File: config.mk
export PLATFORM = sky130hd
export DESIGN_NAME = bcd_serial_alu
export DESIGN_NICKNAME = d
export VERILOG_FILES = /design/src/rtl/bcd_pkg.sv /design/src/rtl/bcd_digit_add.sv /design/src/rtl/bcd_serial_alu.sv
export SDC_FILE = /design/constraint.sdc
export NUM_CORES = 1
export LEC_CHECK = 0
export CAP_MARGIN = 20
export CORE_MARGIN = 5
export CORE_UTILIZATION = 50
export CTS_BUF_LIST = sky130_fd_sc_hd__clkbuf_8 sky130_fd_sc_hd__clkbuf_16
export CTS_CLUSTER_DIAMETER = 30
export DETAILED_ROUTE_END_ITERATION = 7
export GPL_TIMING_DRIVEN = 0
export PLACE_DENSITY = 0.77
export SLEW_MARGIN = 15
export SYNTH_ARGS = -nofsm -noshare
export SYNTH_HDL_FRONTEND = slang
export SYNTH_SLANG_ARGS = --single-unit
File: constraint.sdc
create_clock -name clk -period 4 [get_ports clk]
set_clock_uncertainty 0.05 [all_clocks]
set_input_delay 0.8 -clock clk [delete_from_list [all_inputs] [get_ports clk]]
set_output_delay 0.8 -clock clk [all_outputs]
set_load 0.005 [all_outputs]
File: src/rtl/bcd_pkg.sv
// Shared types and constants for the serial multi-digit BCD add/subtract unit.
package bcd_pkg;

   typedef enum logic [1:0] {
      IDLE = 2'd0,
      RUN  = 2'd1,
      FIX  = 2'd2,
      DONE = 2'd3
   } state_t;

   typedef logic [3:0] bcd_digit_t;

   localparam bcd_digit_t BCD_MAX = 4'd9;
   localparam logic       OP_ADD  = 1'b0;
   localparam logic       OP_SUB  = 1'b1;

   // Nine's complement of one decimal digit.
   function automatic bcd_digit_t nines(input bcd_digit_t d);
      return BCD_MAX - d;
   endfunction

endpackage

File: src/rtl/bcd_digit_add.sv
// Single-digit decimal adder: s = (x + y + cin) mod 10, cout when the raw sum exceeds 9.
module bcd_digit_add
   import bcd_pkg::*;
(
   input  logic [3:0] x,
   input  logic [3:0] y,
   input  logic       cin,
   output logic [3:0] s,
   output logic       cout
);

   logic [4:0] raw;
   logic [4:0] adj;

   always_comb begin
      raw  = {1'b0, x} + {1'b0, y} + {4'b0000, cin};
      adj  = raw - 5'd10;
      cout = (raw > {1'b0, BCD_MAX});
      s    = cout ? adj[3:0] : raw[3:0];
   end

endmodule

File: src/rtl/bcd_serial_alu.sv
// Digit-serial packed-BCD add/subtract; a negative difference gets a second
// ten's-complement pass so the result is always magnitude plus sign.
//
// state | meaning
// IDLE  | waiting for start; outputs hold the last result
// RUN   | one operand digit per cycle through the shared digit adder
// FIX   | ten's complement of the result for a negative difference
// DONE  | one-cycle done pulse, then back to IDLE
module bcd_serial_alu
   import bcd_pkg::*;
#(
   parameter int DIGITS = 4
) (
   input  logic                  clk,
   input  logic                  rst,
   input  logic                  start,
   input  logic                  op,
   input  logic [4*DIGITS-1:0]   a,
   input  logic [4*DIGITS-1:0]   b,
   output logic                  busy,
   output logic                  done,
   output logic [4*DIGITS-1:0]   result,
   output logic                  carry_out,
   output logic                  neg,
   output logic                  err
);

   localparam int IDX_W = (DIGITS > 1) ? $clog2(DIGITS) : 1;
   localparam logic [IDX_W-1:0] LAST_IDX = IDX_W'(DIGITS - 1);

   state_t                   state_q, state_d;
   logic [IDX_W-1:0]         idx_q;
   logic                     carry_q;
   logic                     op_q;
   logic [DIGITS-1:0][3:0]   a_q, b_q, res_q;
   logic                     carry_out_q, neg_q, err_q;

   logic                     bad_digit;
   logic                     last;
   bcd_digit_t               add_x, add_y, add_s;
   logic                     add_cout;

   always_comb begin
      bad_digit = 1'b0;
      for (int i = 0; i < DIGITS; i++) begin
         if (a[4*i +: 4] > BCD_MAX || b[4*i +: 4] > BCD_MAX) bad_digit = 1'b1;
      end
   end

   assign last = (idx_q == LAST_IDX);

   // One adder serves both passes; FIX adds 0 to the nine's complement of the result digit.
   always_comb begin
      if (state_q == FIX) begin
         add_x = 4'd0;
         add_y = nines(res_q[idx_q]);
      end else begin
         add_x = a_q[idx_q];
         add_y = (op_q == OP_SUB) ? nines(b_q[idx_q]) : b_q[idx_q];
      end
   end

   bcd_digit_add u_digit_add (
      .x    (add_x),
      .y    (add_y),
      .cin  (carry_q),
      .s    (add_s),
      .cout (add_cout)
   );

   always_ff @(posedge clk or posedge rst) begin
      if (rst) state_q <= IDLE;
      else     state_q <= state_d;
   end

   always_comb begin
      state_d = state_q;
      case (state_q)
         IDLE: if (start) state_d = bad_digit ? DONE : RUN;
         RUN:  if (last)  state_d = (op_q == OP_SUB && !add_cout) ? FIX : DONE;
         FIX:  if (last)  state_d = DONE;
         DONE: state_d = IDLE;
         default: state_d = IDLE;
      endcase
   end

   always_comb begin
      busy = (state_q != IDLE);
      done = (state_q == DONE);
   end

   always_ff @(posedge clk or posedge rst) begin
      if (rst) begin
         idx_q       <= '0;
         carry_q     <= 1'b0;
         op_q        <= OP_ADD;
         a_q         <= '0;
         b_q         <= '0;
         res_q       <= '0;
         carry_out_q <= 1'b0;
         neg_q       <= 1'b0;
         err_q       <= 1'b0;
      end else begin
         case (state_q)
            IDLE: if (start) begin
               a_q         <= a;
               b_q         <= b;
               op_q        <= op;
               idx_q       <= '0;
               carry_q     <= op;
               res_q       <= '0;
               carry_out_q <= 1'b0;
               neg_q       <= 1'b0;
               err_q       <= bad_digit;
            end
            RUN: begin
               res_q[idx_q] <= add_s;
               carry_q      <= add_cout;
               idx_q        <= last ? '0 : idx_q + 1'b1;
               if (last) begin
                  if (op_q == OP_ADD) begin
                     carry_out_q <= add_cout;
                  end else if (!add_cout) begin
                     neg_q   <= 1'b1;
                     carry_q <= 1'b1;
                  end
               end
            end
            FIX: begin
               res_q[idx_q] <= add_s;
               carry_q      <= add_cout;
               idx_q        <= last ? '0 : idx_q + 1'b1;
            end
            default: ;
         endcase
      end
   end

   assign result    = res_q;
   assign carry_out = carry_out_q;
   assign neg       = neg_q;
   assign err       = err_q;

endmodule
==> results of run 1 <==
## cell usage in the layout (no fill, tap or decap), drive strengths merged, types with 2 or more instances in the layout
cell            n
a32o            8
ha             14
nand3           2
xnor2           4
nand2          25
mux2i           7
dfrtp          57
o21ai          29
buf             7
a31oi           2
clkinv          2
a21oi           7
a21o            4
clkbuf         18
mux2           33
nand4           2
nor2b           3
o221ai          2
mux4           12
nand2b          3
xor2            2
clkdlybuf4s50  56
fa              2
nor2           12
inv            16
## flip-flops by register name (all words and copies together), names as in the netlist
register   cells
a_q           16
b_q           16
result        16
idx_q          2
state_q        2
carry_out      1
carry_q        1
err            1
neg            1
op_q           1
## kinds of logic after synthesis
logic type	share of synthesized area (%)
compound gates	12.2
flops	45.2
mux	22.5
simple gates	7.41
buf+inv	3.45
fa+ha+maj	6.81
xor+xnor	2.38
## critical path, stage by stage, from the launching register on
cell      delay (ns)
dfrtp_1         0.39
clkbuf_4        0.22
buf_6           0.20
mux4_2          0.55
nand2_1         0.09
o21ai_0         0.10
fa_1            0.40
inv_1           0.09
fa_1            0.51
inv_1           0.09
ha_1            0.20
a21oi_2         0.08
a21boi_4        0.23
mux2i_4         0.33
a32o_1          0.21
## per-layer routing
metal	track usage, %	vias up	part of all wire (%)
met5	0	-	0
met4	8.25	0	2.1
met3	5.25	14	5.8
met2	33.1	65	50
met1	25.8	1174	42
li1	-	1111	-
## layout make-up
class / count / area (um^2) / share of cell area [%]
inverter: 15 / 56.3 / 1.38
sequential: 57 / 1430 / 35.0
buffer: 12 / 63.8 / 1.56
multi-input combinational: 183 / 1650 / 40.3
clock buffer: 11 / 151 / 3.71
tap: 77 / 96.3 / 2.36
timing repair buffer: 58 / 588 / 14.4
clock inverter: 5 / 55.1 / 1.35
## what timing repair did
item                       4_1_cts  5_1_grt
setup endpoints to repair        8        9
setup buffers                    0        1
pin swaps                        0        1
resized for setup                5        4
## final timing paths
check / from / end / slack, ns / depth (start not counted)
worst min-delay path: err / err / 0.43 / 2
worst max register to register: idx_q[0] / result[6] / 0.17 / 14
min in group asynchronous: rst / result[8] / 0.81 / 2
max in group asynchronous: rst / a_q[0] / 2.50 / 3
worst min register to register: err / err / 0.43 / 2
worst max-delay path: idx_q[0] / result[6] / 0.17 / 14
## through the flow
stage / setup TNS [ns] / cell area [um^2]
after floorplan: 0 / 3160
after global routing: -0.0422 / 4080
final: 0 / 4080
after global placement: -0.163 / 3810
after CTS: 0 / 4060
after detailed placement: -0.756 / 3830
==> summary.txt, run 1 <==
Outcome
  – Run status: complete, no violations

Detailed routing
  – Drt total wl: 7.26 mm
  – WL/cell: 17.4 um
  – Drt drc: 0
  – Post-DR vias/cell: 5.66
  – Vias: 2364
  – First-pass iteration count of the detailed router: 4
  – ANT nets after route: 0
  – Initial DRC count: 126

Synthesis
  – Yosys top cell area share: 45.2%
  – Synth Net Count: 319
  – EDFF count, synth: 0
  – Avg Cell Area, Syn: 11.8 um^2
  – Synth Cell Area: 3160 um^2
  – Post-synth cell types: 37
  – Synth Warn #: 0
  – Most frequent cell after synthesis: dfrtp_1
  – Main flop type after synthesis: dfrtp_1
  – Largest cells by area after synthesis: dfrtp_1 (45%), mux2_2 (12%), mux4_2 (8.6%)
  – Cells after synthesis: 267
  – Synth top cells by count: dfrtp_1 (57), mux2_2 (33), o21ai_0 (29), nand2_1 (25), inv_1 (15)
  – Async set or reset register ratio after synthesis: 100%
  – Post-synthesis sequential area ratio: 45.2%
  – Flop and latch count out of synthesis: 57
  – Post-synth top area cell: dfrtp_1

STA
  – Hold WS: 0.435 ns
  – Worst slew pin tran: 0.657 ns
  – Fin worst setup slack: 0.172 ns
  – Final Max Tran Viols: 0
  – Final worst-path cycle share: 95.7%
  – Max-slew headroom: 56.1%
  – Final Hold Fails: 0
  – Highest clock rate: 261 MHz
  – Fin crit period: 3.83 ns
  – Setup violators final: 0

Setup path
  – Worst EP required: 4.24 ns
  – Worst Path Arrival: 4.07 ns
  – Crit Path Class: flip-flop to flip-flop
  – Crit end category: flip-flop
  – Worst Path Max Fanout: 10
  – Setup crit start kind: flip-flop

CTS
  – CTS Root Cell: clkbuf_8
  – H-tree depth: 3
  – Clock transition at the registers of the reported paths: 0.07 ns
  – CTS buffer count: 9
  – CTS Hold Buffers Added: 0
  – Worst skew pair latency: 0.35 ns
  – # clock sinks: 57
  – CTS tree: yes
  – Clock tree buffer depth: 2

Finish
  – Finished Core Util: 65.4%
  – Number of fill cells: 488
  – Post-route insts no fill: 418
  – Syn-to-layout area delta: 29.3%
  – Nets: 388
  – # diodes: 0
  – Fraction of layout cells with a size suffix above 1: 23.8%

Die
  – Boundary Pins: 57
  – Core Region: 6240 um^2
  – Die Y: 89.5 um
  – Site Rows: 29
  – Initial Utilization: 50.6%
  – Die span in x: 89.5 um
  – Die area: 8010 um^2

Run
  – Maximum capacitance violations: 0

Min path
  – Worst hold path class: flip-flop to flip-flop

Global route
  – Vias in the first global route: 2438
  – Initial antenna violation count: 0
  – Largest net degree at the start of global routing: 31
  – Gr ovfl total: 0
  – Gr usage total: 20.3%
  – First-pass GRT wire length: 11.9 mm

Place
  – Placer congestion estimate: 0.834
  – # port buffers: 56
  – Post-DP HPWL: 5.45 mm
  – DP Worst Slack: -0.206 ns
  – Placed Cells: 401
Power of run 1 is left out: the tool's default activity adds up to more than one toggle a clock period on the data nets, which glitch-free logic cannot reach.
==> run 2, diff against run 1 <==
- GPL_ROUTABILITY_DRIVEN: unset -> 0
==> results of run 2 <==
Final layout, timing and power as in run 1 (identical DEF).
Power of run 2 is left out for the same reason.
==> run 3, diff against run 2 <==
- CAP_MARGIN: 20 -> 10
- CORE_MARGIN: 5 -> unset
==> summary.txt, run 3 (synthesis results as in run 1) <==
Outcome
  – Run status: complete, no violations

Min path
  – Worst hold path class: flip-flop to flip-flop
  – Hold wc startpoint: a_q[10]

Setup path
  – CP dominant cell by count: ha_1
  – Slowest cell on the critical path: mux4_2
  – Worst Path Max Fanout: 10 (unchanged)
  – Slowest stage delay, CP: 0.50 ns (-0.05 ns)
  – Worst Path Arrival: 4.01 ns (-0.06 ns)
  – Delay-heaviest family, CP: adder cells
  – Setup crit start kind: flip-flop
  – Crit Path Class: flip-flop to flip-flop
  – Crit end category: flip-flop
  – Critical path buffer and inverter count: 4 (unchanged)
  – Crit path launch: idx_q[0]
  – Crit path cell chain: buf_2 > buf_6 > mux4_2 > inv_1 > ha_1 > mux2i_1 > o21ai_0 > ha_1 > xnor2_2 > ha_1 > a21oi_2 > a21boi_4 > buf_4 > or2_2 > a31oi_1
  – Worst EP required: 4.21 ns (-0.03 ns)
  – Critical R2R Launch: idx_q[0]

Global route
  – Vias in the first global route: 2469 (+1.3%)
  – Initial antenna violation count: 0 (unchanged)
  – Largest net degree at the start of global routing: 33 (+6.5%)
  – Gr usage total: 24.5% (+4.2 points)
  – First-pass GRT wire length: 11.8 mm (-0.87%)
  – Gr ovfl total: 0 (unchanged)

STA
  – Final Hold Fails: 0 (unchanged)
  – Final Max Tran Viols: 0 (unchanged)
  – TNS Setup: 0 ns (unchanged)
  – Final worst-path cycle share: 95.0% (-0.68 points)
  – Highest clock rate: 263 MHz (+0.72%)
  – Fin worst setup slack: 0.200 ns (+0.0272 ns)
  – Worst slew pin tran: 0.732 ns (+0.0754 ns)
  – Fin crit period: 3.80 ns (-0.0272 ns)
  – Setup violators final: 0 (unchanged)
  – Max-slew headroom: 50.7% (-5.5 points)

CTS
  – CTS Hold Buffers Added: 0 (unchanged)
  – CTS Root Cell: clkbuf_8
  – Worst skew pair latency: 0.34 ns (about the same)
  – # clock sinks: 57 (unchanged)
  – Clock transition at the registers of the reported paths: 0.07 ns (about the same)
  – CTS buffer count: 9 (unchanged)
  – H-tree depth: 3 (unchanged)
  – Clock tree buffer depth: 2 (unchanged)
  – CTS tree: yes

Die
  – Die area: 6640 um^2 (-17%)
  – Die Y: 81.5 um (-8.9%)
  – Boundary Pins: 57 (unchanged)
  – Die span in x: 81.5 um (-8.9%)
  – Core Region: 5990 um^2 (-4.0%)
  – Initial Utilization: 52.7% (+2.1 points)
  – Site Rows: 28 (-3.4%)

Detailed routing
  – ANT nets after route: 0 (unchanged)
  – Drt drc: 0 (unchanged)
  – Post-DR vias/cell: 5.80 (+2.6%)
  – First-pass iteration count of the detailed router: 4 (unchanged)
  – Drt total wl: 7.04 mm (-3.0%)
  – Initial DRC count: 152 (+21%)
  – Vias: 2419 (+2.3%)
  – WL/cell: 16.9 um (-2.8%)

Finish
  – Nets: 389 (+0.26%)
  – Most frequent cells in the layout: dfrtp_1 (56), clkdlybuf4s50_1 (56), mux2_2 (33)
  – Fraction of layout cells with a size suffix above 1: 24.0% (+0.22 points)
  – # diodes: 0 (unchanged)
  – Number of fill cells: 437 (-10%)
  – Syn-to-layout area delta: 29.3% (about the same)

Place
  – Post-DP HPWL: 5.27 mm (-3.3%)
  – # port buffers: 56 (unchanged)
  – DP Worst Slack: -0.141 ns (+0.0653 ns)

Run
  – Maximum capacitance violations: 0 (unchanged)
[run 3: cell count changes in the layout (fill, tap and decap cells not counted), sizes merged]
| cell | previous run | this run |
|---|---|---|
| buf | 7 | 9 |
| clkinv | 2 | 1 |
| clkinvlp | 1 | 0 |
| inv | 16 | 17 |
[run 3: path summary, 6_finish.rpt]
path                             end  slack, ns  cells after the start
max                          carry_q       0.20                     15
max reg2reg                  carry_q       0.20                     15
min                          a_q[10]       0.45                      1
min reg2reg                  a_q[10]       0.45                      1
max in group asynchronous     a_q[9]       2.56                      3
min in group asynchronous  result[6]       0.78                      2
[run 3: layer usage]
metal  wire length, um  global-route usage (%)
met1              3010                    32.6
met2              3470                    39.4
met3               456                    5.44
met4               103                    8.57
met5                 0                       0
[run 3: final cells by class]
class                           count  area [um^2]  area share, %
Clock inverter                      4         42.5           1.04
Multi-Input combinational cell    183         1640           40.2
Clock buffer                       12          165           4.05
Buffer                             12         58.8           1.44
Inverter                           15         56.3           1.38
Tap cell                           75         93.8           2.30
Sequential cell                    57         1430           35.0
Timing Repair Buffer               59          596           14.6
[run 3: through the flow]
step / cell area, um^2 / hold slack (ns) / cells / util (%)
floorplan: 3160 / 0.423 / 267 / -
global placement: 3810 / 0.433 / 398 / 63.6
detailed placement: 3830 / 0.444 / 399 / 64.0
CTS: 4050 / 0.457 / 415 / 67.5
global route: 4080 / 0.475 / 417 / 68.1
finish: 4080 / 0.454 / 417 / 68.1
[run 3: timing repair]
item                       4_1_cts  5_1_grt
setup endpoints to repair        4        9
gates resized for setup          2        5
buffers inserted                 0        2
pin swaps                        0        2
Power of run 3 is left out for the same reason.
